--- config.mk ---
export PLATFORM = sky130hd
export DESIGN_NAME = alu_iter_flat
export DESIGN_NICKNAME = d
export VERILOG_FILES = /design/src/rtl/alu_pkg.sv /design/src/rtl/alu_iter_if.sv /design/src/rtl/alu_muldiv_iter.sv /design/src/rtl/alu_iter.sv /design/src/flat_wrapper.sv
export SDC_FILE = /design/constraint.sdc
export NUM_CORES = 2
export LEC_CHECK = 0
export CORE_UTILIZATION = 31
export CTS_CLUSTER_DIAMETER = 200
export DETAILED_ROUTE_END_ITERATION = 8
export SYNTH_ARGS = -nofsm -noshare
export SYNTH_HDL_FRONTEND = slang
export SYNTH_SLANG_ARGS = --single-unit
export TNS_END_PERCENT = 10
--- constraint.sdc ---
create_clock -name clk -period 6.2 [get_ports clk]
set_input_delay 1.24 -clock clk [delete_from_list [all_inputs] [get_ports clk]]
set_output_delay 1.24 -clock clk [all_outputs]
set_load 0.02 [all_outputs]
--- src/rtl/alu_pkg.sv ---
// Shared definitions for the iterative ALU: op codes, multi-cycle FSM state
// encodings and the default datapath width.
package alu_pkg;

  localparam int DEF_WIDTH = 32;

  typedef enum logic [3:0] {
    OP_ADD   = 4'h0,
    OP_SUB   = 4'h1,
    OP_AND   = 4'h2,
    OP_OR    = 4'h3,
    OP_SRL   = 4'h4,
    OP_SRA   = 4'h5,
    OP_SLL   = 4'h6,
    OP_SLT   = 4'h7,
    OP_SLTU  = 4'h8,
    OP_XOR   = 4'h9,
    OP_MULT  = 4'hA,
    OP_MULTU = 4'hB,
    OP_DIV   = 4'hC,
    OP_DIVU  = 4'hD,
    OP_MFHI  = 4'hE,
    OP_MFLO  = 4'hF
  } op_e;

  typedef enum logic [1:0] {
    ST_IDLE = 2'd0,
    ST_RUN  = 2'd1,
    ST_FIN  = 2'd2
  } state_e;

  // Ops that go through the iterative multiply/divide unit.
  function automatic logic is_multi(op_e op);
    return (op == OP_MULT) || (op == OP_MULTU) || (op == OP_DIV) || (op == OP_DIVU);
  endfunction

endpackage

--- src/rtl/alu_iter_if.sv ---
// Request/result bundle of the iterative ALU.
//   start, op, a, b : request (driven by master)
//   c, hi, lo       : registered result / architectural HI/LO (driven by slave)
//   busy, done      : multi-cycle in progress / one-cycle result-valid pulse
interface alu_iter_if import alu_pkg::*; #(parameter int WIDTH = DEF_WIDTH);
  logic             start;
  op_e              op;
  logic [WIDTH-1:0] a;
  logic [WIDTH-1:0] b;
  logic [WIDTH-1:0] c;
  logic [WIDTH-1:0] hi;
  logic [WIDTH-1:0] lo;
  logic             busy;
  logic             done;

  modport master (output start, op, a, b, input c, hi, lo, busy, done);
  modport slave  (input start, op, a, b, output c, hi, lo, busy, done);
endinterface

--- src/rtl/alu_muldiv_iter.sv ---
// Iterative shift-add multiplier / restoring divider, one bit per cycle.
// Ports:
//   clk, reset      : clock, synchronous active-high reset
//   start, op, a, b : load request (op is one of mult/multu/div/divu)
//   busy            : iterating (RUN state)
//   last            : final iteration cycle; res_hi/res_lo are valid now
//   done            : one-cycle pulse after the final iteration (FIN state)
//   res_hi, res_lo  : final result {hi,lo}, combinational, valid with last
// Signed ops run on magnitudes; signs are reapplied on the last cycle.
module alu_muldiv_iter import alu_pkg::*; #(
  parameter int WIDTH = DEF_WIDTH
) (
  input  logic             clk,
  input  logic             reset,
  input  logic             start,
  input  op_e              op,
  input  logic [WIDTH-1:0] a,
  input  logic [WIDTH-1:0] b,
  output logic             busy,
  output logic             last,
  output logic             done,
  output logic [WIDTH-1:0] res_hi,
  output logic [WIDTH-1:0] res_lo
);
  localparam int CW = $clog2(WIDTH);

  state_e           state, nxt;
  logic [CW-1:0]    cnt;
  logic [WIDTH-1:0] rh, rl, opb, a_org;
  logic             is_div, neg_q, neg_r, div0;

  // Operand preparation at load.
  logic             ld, sgn, sa, sb, ld_div;
  logic [WIDTH-1:0] ua, ub;

  assign ld     = start && (state != ST_RUN);
  assign ld_div = (op == OP_DIV) || (op == OP_DIVU);
  assign sgn    = (op == OP_MULT) || (op == OP_DIV);
  assign sa     = sgn & a[WIDTH-1];
  assign sb     = sgn & b[WIDTH-1];
  assign ua     = sa ? -a : a;
  assign ub     = sb ? -b : b;

  assign busy = (state == ST_RUN);
  assign last = busy && (cnt == CW'(WIDTH-1));
  assign done = (state == ST_FIN);

  always_ff @(posedge clk) begin
    if (reset) state <= ST_IDLE;
    else       state <= nxt;
  end

  always_comb begin
    nxt = state;
    case (state)
      ST_IDLE: if (start) nxt = ST_RUN;
      ST_RUN:  if (last)  nxt = ST_FIN;
      ST_FIN:  nxt = start ? ST_RUN : ST_IDLE;
      default: nxt = ST_IDLE;
    endcase
  end

  // One iteration step.
  logic [WIDTH:0]   sum, shifted;
  logic             qbit;
  logic [WIDTH-1:0] step_h, step_l;

  always_comb begin
    // multiply: {rh,rl} >>= 1 after conditionally adding the multiplicand
    sum     = {1'b0, rh} + (rl[0] ? {1'b0, opb} : '0);
    // divide: {rh,rl} <<= 1, subtract the divisor if it fits
    shifted = {rh, rl[WIDTH-1]};
    qbit    = (shifted >= {1'b0, opb});
    step_h  = '0;
    step_l  = '0;
    if (is_div) begin
      step_h = qbit ? WIDTH'(shifted - {1'b0, opb}) : shifted[WIDTH-1:0];
      step_l = {rl[WIDTH-2:0], qbit};
    end else begin
      step_h = sum[WIDTH:1];
      step_l = {sum[0], rl[WIDTH-1:1]};
    end
  end

  always_ff @(posedge clk) begin
    if (reset) begin
      cnt    <= '0;
      rh     <= '0;
      rl     <= '0;
      opb    <= '0;
      a_org  <= '0;
      is_div <= 1'b0;
      neg_q  <= 1'b0;
      neg_r  <= 1'b0;
      div0   <= 1'b0;
    end else if (ld) begin
      cnt    <= '0;
      rh     <= '0;
      rl     <= ld_div ? ua : ub;
      opb    <= ld_div ? ub : ua;
      a_org  <= a;
      is_div <= ld_div;
      neg_q  <= sa ^ sb;
      neg_r  <= sa;
      div0   <= (b == '0);
    end else if (busy) begin
      cnt <= cnt + 1'b1;
      rh  <= step_h;
      rl  <= step_l;
    end
  end

  // Sign fix-up of the final step. Most-negative / -1 falls out naturally:
  // magnitude quotient 2^(W-1) negates back to itself, remainder 0.
  logic [2*WIDTH-1:0] prod, prod_n;

  always_comb begin
    prod   = {step_h, step_l};
    prod_n = neg_q ? -prod : prod;
    res_hi = prod_n[2*WIDTH-1:WIDTH];
    res_lo = prod_n[WIDTH-1:0];
    if (is_div) begin
      if (div0) begin
        res_lo = '1;
        res_hi = a_org;
      end else begin
        res_lo = neg_q ? -step_l : step_l;
        res_hi = neg_r ? -step_h : step_h;
      end
    end
  end

endmodule

--- src/rtl/alu_iter.sv ---
// Iterative ALU top: single-cycle logic/arith/shift/compare/mfhi/mflo ops,
// plus multi-cycle mult/multu/div/divu through alu_muldiv_iter.
// Ports:
//   clk   : clock
//   reset : synchronous active-high reset
//   io    : alu_iter_if slave (start/op/a/b in; c/hi/lo/busy/done out)
module alu_iter import alu_pkg::*; #(
  parameter int WIDTH = DEF_WIDTH,
  parameter int SHW   = $clog2(WIDTH)
) (
  input logic       clk,
  input logic       reset,
  alu_iter_if.slave io
);
  logic             accept, multi, md_start, md_busy, md_last, md_done;
  logic             done_q;
  logic [WIDTH-1:0] md_hi, md_lo, res, c_q, hi_q, lo_q;
  logic [SHW-1:0]   shamt;

  assign multi    = is_multi(io.op);
  assign accept   = io.start & ~md_busy;
  assign md_start = accept & multi;
  assign shamt    = io.b[SHW-1:0];

  alu_muldiv_iter #(.WIDTH(WIDTH)) u_md (
    .clk    (clk),
    .reset  (reset),
    .start  (md_start),
    .op     (io.op),
    .a      (io.a),
    .b      (io.b),
    .busy   (md_busy),
    .last   (md_last),
    .done   (md_done),
    .res_hi (md_hi),
    .res_lo (md_lo)
  );

  always_comb begin
    res = '0;
    case (io.op)
      OP_ADD:  res = io.a + io.b;
      OP_SUB:  res = io.a - io.b;
      OP_AND:  res = io.a & io.b;
      OP_OR:   res = io.a | io.b;
      OP_SRL:  res = io.a >> shamt;
      OP_SRA:  res = $signed(io.a) >>> shamt;
      OP_SLL:  res = io.a << shamt;
      OP_SLT:  res = {{(WIDTH-1){1'b0}}, $signed(io.a) < $signed(io.b)};
      OP_SLTU: res = {{(WIDTH-1){1'b0}}, io.a < io.b};
      OP_XOR:  res = io.a ^ io.b;
      OP_MFHI: res = hi_q;
      OP_MFLO: res = lo_q;
      default: res = '0;
    endcase
  end

  // accept and md_last are exclusive: md_last only occurs while busy.
  always_ff @(posedge clk) begin
    if (reset) begin
      c_q    <= '0;
      hi_q   <= '0;
      lo_q   <= '0;
      done_q <= 1'b0;
    end else begin
      done_q <= accept & ~multi;
      if (accept && !multi) c_q <= res;
      if (md_last) begin
        hi_q <= md_hi;
        lo_q <= md_lo;
        c_q  <= md_lo;
      end
    end
  end

  assign io.c    = c_q;
  assign io.hi   = hi_q;
  assign io.lo   = lo_q;
  assign io.busy = md_busy;
  assign io.done = done_q | md_done;

endmodule
--- src/flat_wrapper.sv ---
// flat-port wrapper written by rule: the top's interface ports become plain ports
module alu_iter_flat import alu_pkg::*;
#(
  parameter int WIDTH = DEF_WIDTH,
  parameter int SHW   = $clog2(WIDTH)
)
  (clk, reset, io_start, io_op, io_a, io_b, io_c, io_hi, io_lo, io_busy, io_done);
  alu_iter_if #(.WIDTH(WIDTH)) io_i ();
  input logic clk;
  input logic reset;
  input wire logic [$bits(io_i.start)-1:0] io_start;
  input wire logic [$bits(io_i.op)-1:0] io_op;
  input wire logic [$bits(io_i.a)-1:0] io_a;
  input wire logic [$bits(io_i.b)-1:0] io_b;
  output wire logic [$bits(io_i.c)-1:0] io_c;
  output wire logic [$bits(io_i.hi)-1:0] io_hi;
  output wire logic [$bits(io_i.lo)-1:0] io_lo;
  output wire logic [$bits(io_i.busy)-1:0] io_busy;
  output wire logic [$bits(io_i.done)-1:0] io_done;
  assign io_i.start = io_start;
  assign io_i.op = io_op;
  assign io_i.a = io_a;
  assign io_i.b = io_b;
  assign io_c = io_i.c;
  assign io_hi = io_i.hi;
  assign io_lo = io_i.lo;
  assign io_busy = io_i.busy;
  assign io_done = io_i.done;
  alu_iter #(.WIDTH(WIDTH), .SHW(SHW)) u_core (.clk(clk), .reset(reset), .io(io_i));
endmodule
After elaboration in Yosys (flattened, before gate mapping) --
Cells that the tools add are included.
Storage, ports and cells: bits in registers 236, bits in latches 0, bits in writable memories 0, bits in read-only memories 0, input bits 71, output and inout port bits 98, memories kept 0
Operators by class: add/subtract/negate cells 10, multipliers 0, div/mod/pow operators 0, magnitude comparators 3, equality and inequality tests 21, shift-type cells 3, mux-type cells 24, bitwise gates (word level) 12, reductions and logical operators 16
Operator list (count):
- 32-bit two-way mux | 18
- 32-bit case mux with 12 select lines | 1
- 32-bit negation | 4
- 32-bit less-than comparator | 2
- 64-bit two-way mux | 1
- 64-bit negation | 1
- 32-bit subtractor | 2
- 32-bit by 32-bit adder with 33-bit output | 1
- 33-bit by 32-bit greater-or-equal comparator with 1-bit output | 1
- 32-bit adder | 1
- 32-bit bitwise AND | 1
- 4-bit == test (second input constant) | 8
- 32-bit logical NOT | 1
- 32-bit OR | 1
- 32-bit by 5-bit left shift with 32-bit output | 1
- 32-bit by 5-bit >> shifter with 32-bit output | 1
- 32-bit by 5-bit >>> shifter with 32-bit output | 1
- 32-bit bitwise XOR | 1
- 4-bit by 3-bit == test with 1-bit output (second input constant) | 4
- 4-bit by 2-bit == test with 1-bit output (second input constant) | 2
- 2-bit case mux with 3 select lines | 1
- 5-bit by 1-bit adder with 5-bit output (second input constant) | 1
- 1-bit bitwise AND | 5
- 5-bit == test (second input constant) | 1
- 18 further kinds | 28

Longest topological paths before layout --
depth after elaboration 8, gate-level depth with buffers 20, depth with buffers taken out 18

By module --
Synthesis repeated with hierarchy kept, for this count alone.
Unflattened totals: cell total of the unflattened synthesis 3957, area, all modules 28224.6 um^2
Modules (own cells, without submodules):
- alu_muldiv_iter | instances 1, cells each 2244, area each 15299.7 um^2, sequential area each 2782.7 um^2
- alu_iter | instances 1, cells each 1713, area each 12924.9 um^2, sequential area each 1941.9 um^2

Least setup slack after synthesis --
OpenSTA, ideal clock, no wires.
path type input to register, start in io_b[2], end reg u_core.c_q[28] (netlist: u_core.io.c[28]), setup time 0.095 ns, arrival time 5.149 ns, data required time 6.105 ns, path slack 0.956 ns, stages on the path 17, cell sequence clkbuf_1 inv_1 buf_1 clkbuf_1 ha_1 a21o_1 a21oi_1 o21ai_0 a2111oi_0 o41ai_1 a41oi_1 o21ai_0 a21o_1 nand2_1 a21boi_0 o31a_1 a221oi_1
On the way: longest elaborated chain between the ends 4, elaborated cells between the ends (all ways) 8, classes of those cells add/sub: 2; shift: 3; mux: 3
Ends and longest elaborated chain:
- start: declaration | line flat_wrapper.sv:14 | input wire logic [$bits(io_i.b)-1:0] io_b;
- 32-bit subtractor (tied with other cells) | line alu_iter.sv:43 | OP_SUB: res = io.a - io.b;
- 32-bit case mux with 12 select lines * | line alu_iter.sv:41 | case (io.op)
- 32-bit two-way mux * | line alu_iter.sv:67 | if (accept && !multi) c_q <= res;
- 32-bit two-way mux * | line alu_iter.sv:68 | if (md_last) begin
- end signal: assignment | line alu_iter.sv:67
- end signal: assignment | line alu_iter.sv:71 | c_q <= md_lo;
- end: declaration | line alu_iter.sv:17 | logic [WIDTH-1:0] md_hi, md_lo, res, c_q, hi_q, lo_q;
Every way passes the cells marked *; elsewhere a longest branch is shown, timed or not. The select of a mux whose other input is x is not followed. A chain may end at the register's enable or synchronous reset.

Final worst setup path --
start reg u_core.u_md.rh[13], end reg u_core.hi_q[8] (netlist: u_core.io.hi[8])
On the way: longest elaborated chain between the ends 7, elaborated cells between the ends (all ways) 10, classes of those cells add/sub: 2; order compare: 1; mux: 7
Ends and longest elaborated chain:
- start: declaration | line alu_muldiv_iter.sv:29 | logic [WIDTH-1:0] rh, rl, opb, a_org;
- start signal: assignment | line alu_muldiv_iter.sv:108 | rh <= step_h;
- 33-bit by 32-bit greater-or-equal comparator with 1-bit output * | line alu_muldiv_iter.sv:73 | qbit = (shifted >= {1'b0, opb});
- 32-bit two-way mux | line alu_muldiv_iter.sv:77 | step_h = qbit ? WIDTH'(shifted - {1'b0, opb}) : shifted[WIDTH-1:0];
- 32-bit two-way mux | line alu_muldiv_iter.sv:76 | if (is_div) begin
- 32-bit negation | line alu_muldiv_iter.sv:128 | res_hi = neg_r ? -step_h : step_h;
- 32-bit two-way mux | line alu_muldiv_iter.sv:128
- 32-bit two-way mux | line alu_muldiv_iter.sv:123 | if (div0) begin
- 32-bit two-way mux * | line alu_muldiv_iter.sv:122 | if (is_div) begin
- end signal: assignment | line alu_iter.sv:69 | hi_q <= md_hi;
- end: declaration | line alu_iter.sv:17
Every way passes the cells marked *; elsewhere a longest branch is shown, timed or not.

==> out/metrics.sh <==
RUN_STATUS='completed'
AREA_DELTA_SYNTH_FINAL_PCT=16.3
FINALHOLDWORSTSLACK_NS=0.453
DRIVE_ABOVE_1_SHARE=0.0796
WIRELENGTH_MM=155
SLEW_HEADROOM=0.180
PORT_BUFFERS=168
DIE_HEIGHT_UM=292
WORST_HOLD_PATH_TYPE='flop to flop'
OVERFLOW=0
MAXCAPVIOLATIONS=0
SYN_AREA_MM2=0.0262
CTS_TREE='built'
CRITPATHLAUNCHTYPE='flop'
START_UTIL=0.313
FINALCLOCKSKEW_NS=0.0558
CTS.PATH.MAX_BUFFERS=3
DOMINANTREGCELLSYNTH='sky130_fd_sc_hd__dfxtp_1'
CORE_REGION_AREA_MM2=0.0836
DRC_ERRORS=0
GRT_PASS1_VIAS=28700
VIAS=31800
FINAL.MIN_CLOCK_PERIOD_NS=5.81
CP_MAX_FO=13
POST-ROUTE-CELL-AREA_MM2=0.0304
YOSYS.CELL_TYPES.COUNT=93
SETUP_VIOLATIONS=0
CRITICAL_PATH.ENDPOINT='u_core.io.hi[8]'
POWER.STATIC_LEAKAGE_nW=11.7
SYNTH_AREA_PER_CELL_UM2=6.87
MIN_PERIOD_OVER_PERIOD=0.937
FLOPS_LATCHES_SYNTH=236
REGTOREGENDPOINT='u_core.io.hi[8]'
LARGEST_NET_DEGREE_AT_THE_START_OF_GLOBAL_ROUTING=135
REG2REGPATHDEPTH=17
ANTENNA_FOUND_INITIAL=13
SLEW_VIOL_FINAL=0
YOSYS_WARNINGS=0
REG2REG_SETUP_SLACK_NS=0.39
POSTSYNTHNETCOUNT=4050
CHIPWIDTH_UM=292
POST_CTS_HOLD_BUFFER_COUNT=0
SETUP_REPAIR_AFTER_GLOBAL_ROUTING_MISSED_ITS_MARGIN='false'
POST_DP_CELL_AREA_MM2=0.0294
CELL_COUNT_AFTER_SYNTHESIS=3808
FP-ROW-COUNT=106
GPL.FINAL_WEIGHTED_CONGESTION=1.11
CP_DATA_ARRIVAL_TIME_NS=6.29
CTS-ROOT-BUF='sky130_fd_sc_hd__clkbuf_16'
REG_TO_REG_STARTPOINT='u_core.u_md.rh[13]'
DESIGN.PORTCOUNT=169
DIE-AREA_MM2=0.0855
GRTUSAGETOTAL=0.346
TIGHTEST_SLEW_NS=1.22
PLACE_HPWL_MM=123
NETS=4123
FRACTION_OF_THE_YOSYS_AREA_TAKEN_BY_SEQUENTIAL_CELLS=0.181
CLKSLEWWORSTSETUPHOLDPATHS_NS=0.06
GRT_FIRST_PASS_WIRELENGTH_MM=215
ASYNC_RESET_FF_FRAC=0
CP_DATA_REQUIRED_TIME_NS=6.68
MOSTFREQUENTLAYOUTCELLS='sky130_fd_sc_hd__nand2_1, sky130_fd_sc_hd__a21oi_1, sky130_fd_sc_hd__nor2_1'
FILL_CELL_INSTANCE_COUNT_OF_THE_FINAL_LAYOUT=9061
P_TOTAL_W=0.00594
SETUP_TOTAL_NEGATIVE_SLACK_NS=0
SYNTH-EDFF-COUNT=0
CTS_MADE_BUFFERS=30
SETUP_CRIT_START='u_core.u_md.rh[13]'
SINK_COUNT_OF_THE_CLOCK_TREE=236
MOST_COMMON_CELL_AFTER_LAYOUT_FILL_AND_TAPS_ASIDE='sky130_fd_sc_hd__nand2_1'
SORT_OF_ELEMENT_AT_THE_END_OF_THE_CRITICAL_PATH='flop'
DRTPASS1ITERATIONS=6
VDD.IR_DROP.WORST_V=0.000226
CLOCK_INSERTION_DELAY_WORST_SKEW_NS=0.63
VIASPERCELL=6.39
ROUTEDWLPERCELL_UM=31.1
ANTENNA_VIOLATING_NETS_POST_ROUTE=0
CLOCK_TREE.HTREE_LEVEL_COUNT=1
CTS-RESIZED-GATES=0
POSTCTSSETUPREPAIRBUFS=0
MAX_CLOCK_FREQ_MHz=172
INITIAL_DETAILED_ROUTING_VIOLATION_COUNT=4722
POWER_PER_CELL_AREA_mW_PER_MM2=195
SETUP.WORST_PATH.CLASS='flop to flop'
FINAL_HOLD_VIOL_COUNT=0
[worst max-delay path: stages (launching register included)]
cell	delay, ns
sky130_fd_sc_hd__dfxtp_1	0.50
sky130_fd_sc_hd__ha_1	0.37
sky130_fd_sc_hd__a21oi_1	0.22
sky130_fd_sc_hd__o21ai_1	0.15
sky130_fd_sc_hd__o21bai_1	0.40
sky130_fd_sc_hd__and3_1	0.65
sky130_fd_sc_hd__o211ai_1	0.33
sky130_fd_sc_hd__nand2_1	0.38
sky130_fd_sc_hd__ha_1	0.36
sky130_fd_sc_hd__and3_1	0.27
sky130_fd_sc_hd__and2_1	0.20
sky130_fd_sc_hd__nand2_1	0.18
sky130_fd_sc_hd__o21ai_0	0.67
sky130_fd_sc_hd__a21boi_0	0.29
sky130_fd_sc_hd__xor2_1	0.29
sky130_fd_sc_hd__o21ai_0	0.16
sky130_fd_sc_hd__a21oi_1	0.17
sky130_fd_sc_hd__nor3_1	0.07
[per-stage QoR]
step                utilization  worst slack (ns)  cells
floorplan                     -             0.956   3808
global placement          0.351             0.657   4929
detailed placement        0.351             0.622   4929
CTS                       0.364             0.573   4985
global route              0.364             0.204   4985
finish                    0.364             0.393   4987
[metal layers]
| layer | GRT usage | vias up | share of wire |
|---|---|---|---|
| li1 | - | 14000 | - |
| met1 | 0.468 | 15400 | 0.40 |
| met2 | 0.505 | 2115 | 0.41 |
| met3 | 0.0753 | 371 | 0.12 |
| met4 | 0.195 | 10 | 0.065 |
| met5 | 0 | - | 0.00045 |
[synth_stat cells, drive strengths merged, types with 18 or more instances]
| master | n | area [µm²] |
|---|---|---|
| a21o | 52 | 390 |
| o211ai | 74 | 561 |
| nor2 | 382 | 1430 |
| a31oi | 50 | 313 |
| nand3 | 66 | 330 |
| mux2i | 114 | 1140 |
| nand2 | 499 | 1870 |
| xnor2 | 147 | 1290 |
| ha | 167 | 2090 |
| and2 | 43 | 269 |
| o21ai | 301 | 1510 |
| buf | 52 | 211 |
| o2111ai | 18 | 158 |
| nor3 | 98 | 490 |
| a221oi | 40 | 350 |
| nor4 | 24 | 165 |
| o21bai | 20 | 150 |
| nand2b | 20 | 125 |
| o31ai | 33 | 248 |
| nand4 | 39 | 256 |
| or3 | 29 | 181 |
| a211oi | 58 | 445 |
| xor2 | 57 | 499 |
| clkbuf | 235 | 883 |
| a22oi | 34 | 255 |
| dfxtp | 236 | 4720 |
| a21oi | 432 | 2170 |
| o22ai | 28 | 175 |
| inv | 161 | 604 |
[area by class of cell]
cell class | count | area, µm² | share of cell area
clock inverter | 17 | 231 | 0.00761
tap | 1080 | 1350 | 0.0444
sequential | 236 | 4730 | 0.155
clock buffer | 39 | 825 | 0.0271
multi-input combinational | 3122 | 19800 | 0.650
antenna | 2 | 5.00 | 0.000164
inverter | 163 | 612 | 0.0201
timing repair buffer | 328 | 2890 | 0.0950
[logic make-up after synthesis]
logic type	synth area share
adders and majority gates	0.0829
DFF	0.181
buffers and inverters	0.0652
xor gates and xnor gates	0.0683
AOI/OAI and AO/OA	0.321
muxes	0.0630
and+or+nand+nor	0.219
[registers in the layout (all words and copies together) (netlist names)]
register / count
u_core.io.c: 32
u_core.io.hi: 32
u_core.io.lo: 32
u_core.u_md.a_org: 32
u_core.u_md.opb: 32
u_core.u_md.rh: 32
u_core.u_md.rl: 32
u_core.u_md.cnt: 5
u_core.u_md.state: 2
u_core.done_q: 1
u_core.u_md.div0: 1
u_core.u_md.is_div: 1
u_core.u_md.neg_q: 1
u_core.u_md.neg_r: 1
[worst min path at each step]
stage                          startpoint                     to  slack, ns  cells past startpoint
global route        u_core.u_md.a_org[30]  u_core.u_md.a_org[30]       0.47                      2
floorplan           u_core.u_md.a_org[29]  u_core.u_md.a_org[29]       0.43                      2
finish              u_core.u_md.a_org[10]  u_core.u_md.a_org[10]       0.45                      2
detailed placement  u_core.u_md.a_org[18]  u_core.u_md.a_org[18]       0.44                      2
global placement    u_core.u_md.a_org[29]  u_core.u_md.a_org[29]       0.44                      2
CTS                 u_core.u_md.a_org[29]  u_core.u_md.a_org[29]       0.46                      2
[power breakdown]
part	switching (W)	internal, W
clock	0.000782	0.00115
combinational	0.00162	0.000757
sequential	0.0000657	0.00157
total	0.00247	0.00348
No activity file was read; power rests on OpenSTA's default activity.
